`src/rtl/sdft_bin_scanner.sv`:
```
// rtl/sdft_bin_scanner.sv - walks every sliding-DFT bin, stores approximate magnitudes in a local buffer.
// Peak-bin tracking is built only when SDFT_SCAN_PEAK_EN is defined.
module sdft_bin_scanner #(
  parameter int freq_bins = 16,
  parameter int freq_w = 20,
  localparam int bin_addr_w = $clog2(freq_bins)
) (
  input  logic                         clk,
  input  logic                         reset,
  input  logic                         scan_start,
  input  logic                         sdft_ready,
  input  logic signed [freq_w-1:0]     sdft_real,
  input  logic signed [freq_w-1:0]     sdft_imag,
  output logic                         sdft_read,
  output logic [bin_addr_w-1:0]        sdft_addr,
  output logic                         scan_busy,
  output logic                         scan_done,
  input  logic [bin_addr_w-1:0]        mag_addr,
  output logic [freq_w-1:0]            mag_out,
  output logic [bin_addr_w-1:0]        peak_bin,
  output logic [freq_w-1:0]            peak_mag
);

  localparam logic [2:0] S_IDLE    = 3'd0;
  localparam logic [2:0] S_REQ     = 3'd1;
  localparam logic [2:0] S_WAIT_LO = 3'd2;
  localparam logic [2:0] S_WAIT_HI = 3'd3;
  localparam logic [2:0] S_CALC    = 3'd4;
  localparam logic [2:0] S_DONE    = 3'd5;

  localparam logic [bin_addr_w-1:0] c_last_bin = bin_addr_w'(freq_bins - 1);
  localparam logic [freq_w-1:0]     c_one      = freq_w'(1);

  logic [2:0]                r_state;
  logic [bin_addr_w-1:0]     r_bin;
  logic                      r_read;
  logic                      r_busy;
  logic                      r_done;
  logic signed [freq_w-1:0]  r_re;
  logic signed [freq_w-1:0]  r_im;
  logic [freq_w-1:0]         r_mag_out;
  logic [freq_w-1:0]         r_mem [freq_bins];

  logic [freq_w-1:0]         w_re_u;
  logic [freq_w-1:0]         w_im_u;
  logic [freq_w-1:0]         w_abs_re;
  logic [freq_w-1:0]         w_abs_im;
  logic [freq_w-1:0]         w_max;
  logic [freq_w-1:0]         w_min;
  logic [freq_w-1:0]         w_mag;
  logic                      w_wr;
  logic                      w_start;

  // Two's-complement negate in freq_w bits: the most negative input maps to 2^(freq_w-1) exactly.
  assign w_re_u   = r_re;
  assign w_im_u   = r_im;
  assign w_abs_re = r_re[freq_w-1] ? (~w_re_u + c_one) : w_re_u;
  assign w_abs_im = r_im[freq_w-1] ? (~w_im_u + c_one) : w_im_u;
  assign w_max    = (w_abs_re >= w_abs_im) ? w_abs_re : w_abs_im;
  assign w_min    = (w_abs_re >= w_abs_im) ? w_abs_im : w_abs_re;
  assign w_mag    = w_max + (w_min >> 2);

  assign w_wr     = (r_state == S_CALC);
  assign w_start  = (r_state == S_IDLE) && scan_start;

  always_ff @(posedge clk or posedge reset) begin
    if (reset) begin
      r_state <= S_IDLE;
      r_bin   <= '0;
      r_read  <= 1'b0;
      r_busy  <= 1'b0;
      r_done  <= 1'b0;
      r_re    <= '0;
      r_im    <= '0;
    end else begin
      r_read <= 1'b0;
      r_done <= 1'b0;
      case (r_state)
        S_IDLE: begin
          if (scan_start) begin
            r_bin   <= '0;
            r_busy  <= 1'b1;
            r_state <= S_REQ;
          end
        end
        S_REQ: begin
          if (sdft_ready) begin
            r_read  <= 1'b1;
            r_state <= S_WAIT_LO;
          end
        end
        S_WAIT_LO: begin
          // Ready falling is the core's acknowledgement of our read.
          if (!sdft_ready) r_state <= S_WAIT_HI;
        end
        S_WAIT_HI: begin
          if (sdft_ready) begin
            r_re    <= sdft_real;
            r_im    <= sdft_imag;
            r_state <= S_CALC;
          end
        end
        S_CALC: begin
          if (r_bin == c_last_bin) begin
            r_state <= S_DONE;
          end else begin
            r_bin   <= r_bin + 1'b1;
            r_state <= S_REQ;
          end
        end
        S_DONE: begin
          r_done  <= 1'b1;
          r_busy  <= 1'b0;
          r_state <= S_IDLE;
        end
        default: r_state <= S_IDLE;
      endcase
    end
  end

  // Buffer contents survive reset; only the read register is cleared.
  always_ff @(posedge clk) begin
    if (w_wr) r_mem[r_bin] <= w_mag;
  end

  always_ff @(posedge clk or posedge reset) begin
    if (reset) r_mag_out <= '0;
    else       r_mag_out <= r_mem[mag_addr];
  end

`ifdef SDFT_SCAN_PEAK_EN
  logic [bin_addr_w-1:0] r_run_bin;
  logic [freq_w-1:0]     r_run_mag;
  logic [bin_addr_w-1:0] r_peak_bin;
  logic [freq_w-1:0]     r_peak_mag;

  // Strict compare keeps the lowest bin on ties; outputs move only when a scan completes.
  always_ff @(posedge clk or posedge reset) begin
    if (reset) begin
      r_run_bin  <= '0;
      r_run_mag  <= '0;
      r_peak_bin <= '0;
      r_peak_mag <= '0;
    end else begin
      if (w_start) begin
        r_run_bin <= '0;
        r_run_mag <= '0;
      end else if (w_wr && (w_mag > r_run_mag)) begin
        r_run_bin <= r_bin;
        r_run_mag <= w_mag;
      end
      if (r_state == S_DONE) begin
        r_peak_bin <= r_run_bin;
        r_peak_mag <= r_run_mag;
      end
    end
  end

  assign peak_bin = r_peak_bin;
  assign peak_mag = r_peak_mag;
`else
  assign peak_bin = '0;
  assign peak_mag = '0;
`endif

  assign sdft_read = r_read;
  assign sdft_addr = r_bin;
  assign scan_busy = r_busy;
  assign scan_done = r_done;
  assign mag_out   = r_mag_out;

endmodule

```
`config.mk`:
```
export PLATFORM = sky130hd
export DESIGN_NAME = sdft_bin_scanner
export DESIGN_NICKNAME = d
export VERILOG_FILES = /design/src/rtl/sdft_bin_scanner.sv
export SDC_FILE = /design/constraint.sdc
export NUM_CORES = 1
export LEC_CHECK = 0
export ABC_AREA = 0
export ABC_CLOCK_PERIOD_IN_PS = 16200
export CAP_MARGIN = 10
export CORE_ASPECT_RATIO = 0.7
export CORE_MARGIN = 1.5
export CORE_UTILIZATION = 40
export CTS_CLUSTER_SIZE = 20
export DETAILED_ROUTE_END_ITERATION = 8
export PLACE_DENSITY = 0.53
export SKIP_CTS_REPAIR_TIMING = 1
export SLEW_MARGIN = 40
export SYNTH_ARGS = -nofsm -noshare
export SYNTH_HDL_FRONTEND = slang
export SYNTH_SLANG_ARGS = --single-unit
```
`constraint.sdc`:
```
create_clock -name clk -period 16.2 [get_ports clk]
set_input_delay 1.62 -clock clk [delete_from_list [all_inputs] [get_ports clk]]
set_output_delay 1.62 -clock clk [all_outputs]
set_load 0.1 [all_outputs]
```
## After elaboration in Yosys (flattened, before gate mapping)

Memory sizes are Yosys's and may differ from the RTL's. A register that Yosys moved wholly into a read port is not among the register bits.
Index checks and enable logic that the tools add are counted.

- Bits in writable memories: 320
- Memory bits (read-only): 0
- Bits of input ports: 48
- Output and inout port bits: 51
- Latch bits: 0
- Logic and storage cells: 53
- Flip-flop bits (word level): 50
- Memories: 1

Memories:

| name | depth | width | rd ports | clocked after Yosys merged registers in | write ports | line | source |
|---|---|---|---|---|---|---|---|
| r_mem | 16 | 20 | 1 | 1 | 1 | 42 | `logic [freq_w-1:0] r_mem [freq_bins];` |

- Mux-type cells: 20
- Bitwise operators: 2
- Div/mod/pow operators: 0
- Reduce and logical (&&, ||, !) cells: 7
- $lt $le $gt $ge: 1
- $mul: 0
- Add/subtract/negate cells: 4
- Shift operators: 0
- Equality and inequality tests: 11

Operators with widths:

| kind | number |
|---|---|
| $mux 20 | 4 |
| $add 20x1->20 const B | 2 |
| $not 20->20 | 2 |
| $add 20x18->20 | 1 |
| $ge 20x20->1 | 1 |
| $mux 3 | 5 |
| $pmux 3 s5 | 1 |
| $ne 2x2->1 const B | 5 |
| $mux 4 | 2 |
| $pmux 4 s2 | 1 |
| $eq 3x2->1 const B | 2 |
| $eq 3x3->1 const B | 2 |
| $mux 1 | 6 |
| $add 4x1->4 const B | 1 |
| $eq 4x4->1 const B | 1 |
| $reduce_and 2->1 | 2 |
| $reduce_and 4->1 | 1 |
| $reduce_bool 2->1 | 2 |
| $eq 3x1->1 const B | 1 |
| $logic_not 3->1 | 1 |
| $reduce_and 3->1 | 1 |
| $pmux 1 s2 | 1 |

## Logic depth before layout (Yosys ltp)

- Depth in word-level cells: 6
- Depth in mapped cells: 26
- Depth with buffers taken out: 25

## Least setup slack after synthesis

OpenSTA, ideal clock, no wires.

- Path type: register to register
- From: register r_re[9]
- To: memory r_mem[0][18], data pin
- Data required time: 15.903 ns
- Stages on the path, launching flop included: 25
- Clock period less this slack: 6.857 ns
- Path slack: 9.343 ns
- Library setup time: 0.297 ns
- Buffers on the path: 1
- Arrival: 6.560 ns
- Cell sequence: dfrtp_1 or4_4 or3_4 or2_1 or3_4 o31ai_1 xor2_1 inv_1 ha_1 a21o_1 a21o_1 a21oi_1 nand2_1 o31ai_1 clkbuf_1 mux2i_1 fa_1 a21oi_1 o221ai_1 o221ai_1 a21oi_1 o41ai_1 o21ai_0 a31oi_1 xnor2_1

- Cells in the longest elaborated chain, start to end: 6
- Elaborated cells between the ends (all ways): 7
- Those cells by class: add/sub: 2; order compare: 1; mux: 3; bitwise: 1

RTL lines:

| element | line | source |
|---|---|---|
| start: declaration | 39 | `logic signed [freq_w-1:0] r_re;` |
| start signal: assignment | 98 | `r_re <= sdft_real;` |
| $not 20->20 | 57 | `assign w_abs_re = r_re[freq_w-1] ? (~w_re_u + c_one) : w_re_u;` |
| $add 20x1->20 | 57 |  |
| $mux 20 (*) | 57 |  |
| $ge 20x20->1 | 59, 60 |  |
| $mux 20, on equally long branches | 59, 60 |  |
| $add 20x18->20 (*) | 61 | `assign w_mag = w_max + (w_min >> 2);` |
| named net w_mag[18] | 50 | `logic [freq_w-1:0] w_mag;` |
| end: declaration | 42 |  |

Mark *: on every way through the listed nets, which the timed path passes. The rest lies on a longest branch.

## Worst setup path after layout

- From: register r_re[9]
- To: memory r_mem[14][18], data pin

Same word-level chain as after synthesis.

==> impl_metrics.py <==
metrics = {
    "outcome": {
        "status": "completed",
    },
    "die": {
        "dieArea_um2": 44100,
        "std_cell_rows": 63,
        "io_pins": 99,
        "die_h_um": 176,
        "core_um2": 42300,
        "die_w_um": 250,
        "initial_core_util_pct": 40.5,
    },
    "job": {
        "cap_violations": 0,
    },
    "worst_setup_path": {
        "cpPeakStageDelay_ns": 0.66,
        "setup.worst_path.class": "flop to flop",
        "slowest_stage": "o41ai_1",
        "cp-end-kind": "flop",
        "arrival_ns": 8.24,
        "crit_buf_inv": 2,
        "worstPathRequired_ns": 16.45,
        "crit_family": "compound AO/OA/AOI/OAI gates",
        "startpoint_type": "flop",
        "crit_path_frequent_cell": "a21oi_1",
        "path_max_fanout": 41,
    },
    "timing": {
        "hold_viol": 0,
        "setup_viol": 0,
        "skew_ns": 0.0184,
        "fin_crit_sh_pct": 49.3,
        "period_minus_slack_ns": 7.99,
        "rsz0062_at_grt": "false",
        "timing.setup.tns_ns": 0,
        "fmax_ghz": 0.125,
        "slew_violations": 0,
        "tightestPinTransition_ns": 0.816,
        "fin_ws_ns": 8.21,
        "maxSlewHeadroom_pct": 45.6,
    },
    "synth": {
        "syn_area_um2": 17100,
        "async_flop_share_pct": 17.9,
        "synth_area_leaders": "edfxtp_1 (56%), mux4_2 (13%), dfrtp_1 (10%)",
        "synth_top_cell_by_area": "edfxtp_1",
        "syn_inst": 963,
        "synth_top_area_share_pct": 56.1,
        "synth-seq-cells": 390,
        "synth_cell_types": 49,
        "synth_edf_count": 320,
        "ys_warn_count": 0,
        "ys.flop_type": "edfxtp_1",
        "seq_area_frac_synth_pct": 66.4,
        "synth.avg_cell_area_um2": 17.8,
    },
    "clock_tree": {
        "clk_path_buf_depth": 3,
        "cts-root-buf": "clkbuf_16",
        "cts_sinks": 390,
        "clk_pin_slew_ns": 0.06,
        "htree_levels": 2,
        "clock_latency_ns": 0.55,
        "cts_buffers": 39,
        "cts_tree": "yes",
    },
    "global_route": {
        "grt_max_degree": 52,
        "grt_util_all_layers_pct": 17.8,
        "grt_pass1_vias": 9117,
        "grt_overflow_total": 0,
        "antenna_found_initial": 0,
        "grt_pass1_wl_um": 58000,
    },
    "route": {
        "routed_wl_um": 38100,
        "via_per_inst": 5.38,
        "routedWlPerCell_um": 23.2,
        "drt_iter0_drc": 664,
        "vias": 8827,
        "drtPass1Iterations": 5,
        "drc": 0,
        "ant_nets": 0,
    },
    "placement": {
        "dp_cells": 1570,
        "port-buffer-count": 74,
        "pre_cts_ws_ns": 8.18,
        "hpwl_um": 22100,
        "routabilityCongestion": 0.751,
    },
    "finish": {
        "area_growth_pct": 14.9,
        "layout-drive-gt1-share_pct": 24.9,
        "instances_no_fill": 1642,
        "antenna_cells": 0,
        "nNetsFinal": 1154,
    },
    "worst_hold_path": {
        "hp-class": "flop to flop",
    },
}
-- per-stage QoR --
step | util (%) | area, um^2 | hold slack, ns
finish | 46.6 | 19700 | 0.554
global route | 46.6 | 19700 | 0.570
CTS | 46.4 | 19600 | 0.556
detailed placement | 43.6 | 18400 | 0.541
global placement | 43.7 | 18500 | 0.537
floorplan | - | 17200 | 0.513
-- synthesized netlist by cell type, types with 3 or more instances --
cell / count
edfxtp_1: 320
mux4_2: 100
dfrtp_1: 70
ha_1: 44
mux2_2: 40
xor2_1: 39
mux2i_1: 36
inv_1: 32
clkbuf_1: 31
nand2_1: 30
buf_4: 24
o21ai_0: 22
a21oi_1: 21
o31ai_1: 16
and2_1: 15
nor2_1: 15
xnor2_1: 15
a21o_1: 14
nand3_1: 7
nor3_1: 7
a211oi_1: 6
buf_1: 6
nand4_1: 5
o21a_1: 5
o41ai_1: 5
nand2b_1: 3
nor3b_1: 3
or3_1: 3
or4_1: 3
-- routing by layer --
metal	GRT usage, %	vias to the layer above	wire length (um)
met4	3.99	0	639
met5	0	-	0
li1	-	3956	-
met1	27.3	4617	19000
met2	26.8	207	16800
met3	2.77	47	1730
-- cells in the final DEF, fill, tap and decap left out, drive strengths merged, types with 14 or more instances in the layout --
| cell type | synthesis | routed |
|---|---|---|
| a21o | 14 | 14 |
| a21oi | 21 | 21 |
| and2 | 15 | 15 |
| buf | 30 | 51 |
| clkbuf | 31 | 55 |
| clkdlybuf4s50 | 0 | 44 |
| clkinv | 1 | 16 |
| conb | 1 | 24 |
| dfrtp | 70 | 70 |
| edfxtp | 320 | 320 |
| ha | 44 | 44 |
| inv | 32 | 31 |
| mux2 | 40 | 40 |
| mux2i | 36 | 36 |
| mux4 | 100 | 100 |
| nand2 | 30 | 30 |
| nor2 | 15 | 15 |
| o21ai | 22 | 22 |
| o31ai | 16 | 16 |
| xnor2 | 15 | 15 |
| xor2 | 39 | 39 |
-- state kept, by name, indices dropped and copies added (netlist names), 3 cells and up --
register	flops
r_mem	320
mag_out	20
r_im	20
r_re	20
sdft_addr	4
r_state	3
-- path summary, 6_finish.rpt --
path                          start       endpoint  slack, ns  cells after the start
max                         r_re[9]  r_mem[14][18]       8.21                     25
min reg2reg                r_im[18]       r_im[18]       0.55                      1
max in group asynchronous     reset      scan_done      13.69                      3
max reg2reg                 r_re[9]  r_mem[14][18]       8.21                     25
min                        r_im[18]       r_im[18]       0.55                      1
min in group asynchronous     reset        r_im[3]       1.42                      2
-- cell type report --
class,count,area (um^2)
fillers,3605,22600
flip-flops and latches,390,11400
multi-input cells,502,5500
clock buffers,55,1070
repair buffers,95,820
well taps,552,691
inverters,33,126
clock inverters,15,106
-- cells by family (layout without fill, tap and decap cells) --
| family | after synthesis | count (layout) | synth area share, % |
|---|---|---|---|
| muxes | 176 | 176 | 17.9 |
| adders and majority gates | 45 | 45 | 3.33 |
| AOI/OAI and AO/OA | 99 | 99 | 3.76 |
| DFF | 390 | 390 | 66.4 |
| buffers and inverters | 94 | 198 | 2.59 |
| xor gates and xnor gates | 54 | 54 | 2.76 |
| and+or+nand+nor | 104 | 104 | 3.27 |
| other | 1 | 24 | 0.0219 |
Power is not shown: default switching activity piles up to over one toggle a cycle in this logic, so the estimate is an artifact.
